## src/rtl/serial_operand_tx_if.sv

```systemverilog
// Handshake and data bundle between an operand producer and serial_operand_tx.
//   master : drives start/xin/yin/hold, observes the serial outputs
//   slave  : the transmitter; takes start/xin/yin/hold, drives outa/outb/valid/busy/done
// WIDTH must match the WIDTH of the serial_operand_tx instance bound to it.
interface serial_operand_tx_if #(
  parameter int unsigned WIDTH = 8
) ();

  logic             start;
  logic [WIDTH-1:0] xin;
  logic [WIDTH-1:0] yin;
  logic             hold;
  logic             outa;
  logic             outb;
  logic             valid;
  logic             busy;
  logic             done;

  modport master (
    output start,
    output xin,
    output yin,
    output hold,
    input  outa,
    input  outb,
    input  valid,
    input  busy,
    input  done
  );

  modport slave (
    input  start,
    input  xin,
    input  yin,
    input  hold,
    output outa,
    output outb,
    output valid,
    output busy,
    output done
  );

endinterface

```

## src/rtl/serial_operand_tx.sv

```systemverilog
// Parallel-to-serial transmitter for an operand pair (X, Y).
// A start seen in idle captures xin/yin; the two operands are then shifted out
// one bit per cycle on outa/outb (LSB or MSB first), qualified by valid. The
// consumer may stall the stream with hold. A one-cycle done pulse follows the
// last bit, then one cycle in the done state before idle accepts a new start.
//
// Ports:
//   clk    : sole clock, rising edge
//   reset  : synchronous, active-high
//   bus    : serial_operand_tx_if.slave
//            start/xin/yin/hold in; outa/outb/valid/busy/done out (all registered)
module serial_operand_tx #(
  parameter int unsigned WIDTH     = 8,
  parameter bit          MSB_FIRST = 1'b0
) (
  input logic                clk,
  input logic                reset,
  serial_operand_tx_if.slave bus
);

  // Index counts 0..WIDTH inclusive; WIDTH itself marks "all bits sent".
  localparam int unsigned IdxW = $clog2(WIDTH + 1);
  localparam int unsigned SelW = $clog2(WIDTH);
  localparam logic [IdxW-1:0] LastIdx = IdxW'(WIDTH);

  typedef enum logic [1:0] {
    StIdle,
    StShift,
    StDone
  } state_e;

  state_e           state_q, state_d;
  logic [IdxW-1:0]  idx_q, idx_d;
  logic [WIDTH-1:0] x_q, x_d;
  logic [WIDTH-1:0] y_q, y_d;
  logic             outa_q, outa_d;
  logic             outb_q, outb_d;
  logic             valid_q, valid_d;
  logic             busy_q, busy_d;
  logic             done_q, done_d;

  logic [SelW-1:0]  bit_sel;
  logic             bit_a;
  logic             bit_b;

  // Bit position selected by the current index. Only meaningful while
  // idx_q < WIDTH, which is the only case in which bit_a/bit_b are used.
  always_comb begin
    if (MSB_FIRST) begin
      bit_sel = SelW'(WIDTH - 1) - SelW'(idx_q);
    end else begin
      bit_sel = SelW'(idx_q);
    end
    bit_a = x_q[bit_sel];
    bit_b = y_q[bit_sel];
  end

  // Next-state and output logic. valid and done are pulses, so they default
  // low; everything else defaults to holding its value.
  always_comb begin
    state_d = state_q;
    idx_d   = idx_q;
    x_d     = x_q;
    y_d     = y_q;
    outa_d  = outa_q;
    outb_d  = outb_q;
    valid_d = 1'b0;
    busy_d  = busy_q;
    done_d  = 1'b0;

    unique case (state_q)
      StIdle: begin
        outa_d = 1'b0;
        outb_d = 1'b0;
        busy_d = 1'b0;
        if (bus.start) begin
          x_d     = bus.xin;
          y_d     = bus.yin;
          idx_d   = '0;
          busy_d  = 1'b1;
          state_d = StShift;
        end
      end

      StShift: begin
        busy_d = 1'b1;
        if (bus.hold) begin
          // Stall: keep the last bit on the lines, do not advance. This also
          // covers idx == WIDTH, so done is withheld until hold drops.
          outa_d = outa_q;
          outb_d = outb_q;
        end else if (idx_q == LastIdx) begin
          outa_d  = 1'b0;
          outb_d  = 1'b0;
          done_d  = 1'b1;
          state_d = StDone;
        end else begin
          outa_d  = bit_a;
          outb_d  = bit_b;
          valid_d = 1'b1;
          idx_d   = idx_q + IdxW'(1);
        end
      end

      StDone: begin
        // start is deliberately ignored here; idle is the only accepting state.
        outa_d  = 1'b0;
        outb_d  = 1'b0;
        busy_d  = 1'b0;
        state_d = StIdle;
      end

      default: begin
        outa_d  = 1'b0;
        outb_d  = 1'b0;
        busy_d  = 1'b0;
        state_d = StIdle;
      end
    endcase
  end

  always_ff @(posedge clk) begin
    if (reset) begin
      state_q <= StIdle;
      idx_q   <= '0;
      x_q     <= '0;
      y_q     <= '0;
      outa_q  <= 1'b0;
      outb_q  <= 1'b0;
      valid_q <= 1'b0;
      busy_q  <= 1'b0;
      done_q  <= 1'b0;
    end else begin
      state_q <= state_d;
      idx_q   <= idx_d;
      x_q     <= x_d;
      y_q     <= y_d;
      outa_q  <= outa_d;
      outb_q  <= outb_d;
      valid_q <= valid_d;
      busy_q  <= busy_d;
      done_q  <= done_d;
    end
  end

  assign bus.outa  = outa_q;
  assign bus.outb  = outb_q;
  assign bus.valid = valid_q;
  assign bus.busy  = busy_q;
  assign bus.done  = done_q;

endmodule

```

## src/flat_wrapper.sv

```systemverilog
// flat-port wrapper written by rule: the top's interface ports become plain ports
module serial_operand_tx_flat 
#(
  parameter int unsigned WIDTH     = 8,
  parameter bit          MSB_FIRST = 1'b0
)
  (clk, reset, bus_start, bus_xin, bus_yin, bus_hold, bus_outa, bus_outb, bus_valid, bus_busy, bus_done);
  serial_operand_tx_if #(.WIDTH(WIDTH)) bus_i ();
  input logic clk;
  input logic reset;
  input wire logic [$bits(bus_i.start)-1:0] bus_start;
  input wire logic [$bits(bus_i.xin)-1:0] bus_xin;
  input wire logic [$bits(bus_i.yin)-1:0] bus_yin;
  input wire logic [$bits(bus_i.hold)-1:0] bus_hold;
  output wire logic [$bits(bus_i.outa)-1:0] bus_outa;
  output wire logic [$bits(bus_i.outb)-1:0] bus_outb;
  output wire logic [$bits(bus_i.valid)-1:0] bus_valid;
  output wire logic [$bits(bus_i.busy)-1:0] bus_busy;
  output wire logic [$bits(bus_i.done)-1:0] bus_done;
  assign bus_i.start = bus_start;
  assign bus_i.xin = bus_xin;
  assign bus_i.yin = bus_yin;
  assign bus_i.hold = bus_hold;
  assign bus_outa = bus_i.outa;
  assign bus_outb = bus_i.outb;
  assign bus_valid = bus_i.valid;
  assign bus_busy = bus_i.busy;
  assign bus_done = bus_i.done;
  serial_operand_tx #(.WIDTH(WIDTH), .MSB_FIRST(MSB_FIRST)) u_core (.clk(clk), .reset(reset), .bus(bus_i));
endmodule
```

## config.mk

```make
export PLATFORM = sky130hd
export DESIGN_NAME = serial_operand_tx_flat
export DESIGN_NICKNAME = d
export VERILOG_FILES = /design/src/rtl/serial_operand_tx_if.sv /design/src/rtl/serial_operand_tx.sv /design/src/flat_wrapper.sv
export SDC_FILE = /design/constraint.sdc
export NUM_CORES = 1
export LEC_CHECK = 0
export BUFFER_PORTS_ARGS = -buffer_cell sky130_fd_sc_hd__buf_2
export CAP_MARGIN = 20
export CORE_ASPECT_RATIO = 1.5
export CORE_MARGIN = 4
export CORE_UTILIZATION = 25
export CTS_CLUSTER_SIZE = 10
export DETAILED_ROUTE_END_ITERATION = 10
export PLACE_DENSITY = 0.43
export SYNTH_ARGS = -nofsm -noshare
export SYNTH_HDL_FRONTEND = slang
export SYNTH_SLANG_ARGS = --single-unit
export TNS_END_PERCENT = 30
```

## constraint.sdc

```tcl
create_clock -name clk -period 2.1 [get_ports clk]
set_input_delay 0.21 -clock clk [delete_from_list [all_inputs] [get_ports clk]]
set_output_delay 0.21 -clock clk [all_outputs]
set_load 0.005 [all_outputs]
```

==> run_results.csv <==
group,metric,value,unit
setup_path,cp_max_fo,6,
floorplanning,start_util,0.259,
synth,synth_area_leaders,"dfxtp_1 46%, nand2_1 12%, mux4_1 9.0%",
synth,synth_most_common_cell,"nand2_1",
synth,ys_top_cells_by_count,"38 x nand2_1, 27 x dfxtp_1, 18 x a21oi_1, 7 x nor2_1, 6 x clkbuf_1",
route,vias,915,
global_route,grtUsageTotal,0.0921,
timing,tightest_slew,512,ps
clocking,cts_made_buffers,3,
pwr,leakage,0.000541,µW
timing,final.period_utilization,0.819,
floorplanning,io_pins,25,
clocking,htreeDepth,1,
cells_and_area,ff_latch_area,541,µm²
timing,maxSlewViolCount,0,
route,drc_errors,0,
timing,maxSlewHeadroom,0.658,
timing,fmax,581,MHz
cells_and_area,drive_gt1_frac,0.235,
synth,ys.warnings.count,0,
synth,avgSynthCellArea,9.12,µm²
synth,synth.net_count,150,
clocking,post_cts_resized,0,
flow_run,max_cap_viol_count,0,
pwr,ir_worst_vdd,0.214,mV
route,drt_wl_total,2500,µm
cells_and_area,finish.utilization,0.302,
setup_path,critPathCaptureType,"register",
global_route,grt_max_degree,22,
setup_path,crit_required,2240,ps
setup_path,reg2reg_slack,380,ps
setup_path,cp_slowest_cell,"dfxtp_1",
timing,min_period,1720,ps
cells_and_area,area_growth,16.6,%
route,dr.pass1.iters,4,
synth,yosysSeqAreaShare,0.463,
timing,setup_tns,0,ps
setup_path,criticalPathCategory,"register to register",
synth,synthesis.area,1170,µm²
placement,port-buffer-count,24,
synth,syn_inst,128,
outcome,outcome,"finished, final reports clean",
setup_path,cp.buffers_inverters,1,
floorplanning,coreArea,4500,µm²
route,drt_iter0_drc,53,
clocking,clk_pin_slew_worst_paths,90,ps
synth,yosys_register_bits,27,
setup_path,path_cells,"inv_1 -> ha_1 -> and3b_1 -> nor3_2 -> mux2i_1 -> nor2_1",
clocking,cts-root-buf,"clkbuf_8",
route,avgRoutedWirePerCell,12.7,µm
cells_and_area,n_antenna_cell,0,
setup_path,cpPeakStageDelay,450,ps
placement,gp_congestion,0.717,
synth,synth_edf_count,0,
global_route,grt_pass1_wl,4150,µm
floorplanning,chipHeight,91.7,µm
placement,dp_hpwl,1800,µm
global_route,gr-total-overflow,0,
timing,finalSetupViolations,0,
global_route,grt_pass1_vias,928,
floorplanning,die-area,5850,µm²
synth,synth_cell_types,24,
setup_path,crit_path_start_kind,"register",
synth,synth.top_cell.area_share,0.463,
global_route,antenna_found_initial,0,
synth,synth_top_area_cell,"dfxtp_1",
cells_and_area,multi_input_area,579,µm²
cells_and_area,fillerInstances,505,
synth,ys.flop_type,"dfxtp_1",
clocking,post-cts-setup-buffer-count,0,
setup_path,cp.arrival,1870,ps
floorplanning,rows,30,
cells_and_area,fin_nets,172,
clocking,cts_tree,"built",
timing,hold_viol_final,0,
route,postRouteAntennaNets,0,
clocking,clk_latency,270,ps
setup_path,crit_family,"simple AND/OR/NAND/NOR gates",
pwr,cellPowerDensity,687,nW/µm²
timing,fin_skew,9.98,ps
timing,rsz0062_at_grt,"no",
floorplanning,chipWidth,63.8,µm
clocking,clockBufferDepth,2,
synth,synth-async-reset-ratio,0,
clocking,numClockSinks,27,
hold_path,hold_path.class,"input port to register",
clocking,cts_hold_buf,0,
route,vias_per_cell,4.64,
state kept, by name, indices dropped and copies added, names as in the netlist:
name / flops
u_core.x_q: 8
u_core.bus.outa: 1
u_core.bus.outb: 1
u_core.bus.valid: 1
u_core.y_q: 8
u_core.bus.done: 1
u_core.state_q: 2
u_core.idx_q: 4
u_core.bus.busy: 1
cell usage in the layout (no fill, tap or decap), drive strengths merged:
cell type  instances
nand2             38
dfxtp             27
buf               25
a21oi             18
nor2               7
nor3               6
mux4               4
mux2i              3
clkbuf             3
inv                2
xnor2              2
ha                 2
nor3b              1
nand3b             1
o21a               1
a21boi             1
and3b              1
a211o              1
or3                1
nand2b             1
nor4b              1
nand3              1
nor4               1
clkinv             1
final timing paths:
kind,start,to,cells past startpoint
max,u_core.idx_q[0],u_core.idx_q[1],6
min,bus_xin[5],u_core.x_q[5],3
max reg2reg,u_core.idx_q[0],u_core.idx_q[1],6
min reg2reg,u_core.bus.outa,u_core.bus.outa,2
tightest hold or removal path, delay by kind of cell:
| kind | cells | cell delay, ps |
|---|---|---|
| compound gates | 1 | 50 |
| buf+inv | 1 | 90 |
| simple gates | 1 | 50 |
kinds of logic (layout without fill, tap and decap cells):
group / after synthesis / after routing / share of synthesized area
adder cells (fa/ha/maj): 2 / 2 / 0.0214
buffers and inverters: 10 / 31 / 0.0450
flip-flops: 27 / 27 / 0.463
AND/OR/NAND/NOR: 59 / 59 / 0.242
multiplexers: 7 / 7 / 0.116
XOR/XNOR: 2 / 2 / 0.0150
AO/OA/AOI/OAI: 21 / 21 / 0.0975
layer usage:
metal,global-route usage,part of all wire,up-vias
met1,0.0971,0.42,412
met2,0.153,0.51,23
met3,0.0245,0.044,6
met5,0,0,-
li1,-,-,474
met4,0.0703,0.029,0
stage by stage:
stage	setup slack [ps]	cell area (µm²)	instances	hold slack (ps)	power, µW
5_1_grt	216	1360	197	172	985
4_1_cts	366	1360	197	152	953
3_3_place_gp	431	1320	193	444	656
2_1_floorplan	519	1170	128	336	619
6_report	380	1360	197	163	935
3_5_place_dp	398	1320	193	442	659
where the power goes:
| part | switching, µW | internal (µW) |
|---|---|---|
| combinational | 53.4 | 42.8 |
| clock | 157 | 133 |
| sequential | 13.9 | 535 |
| total | 224 | 710 |
final cells by class:
class / instances / area share
Multi-Input combinational cell: 91 / 0.426
Clock inverter: 1 / 0.00368
Tap cell: 48 / 0.0441
Clock buffer: 3 / 0.0303
Timing Repair Buffer: 25 / 0.0937
Inverter: 2 / 0.00551
Sequential cell: 27 / 0.397
(Power assumes the default switching activity.)
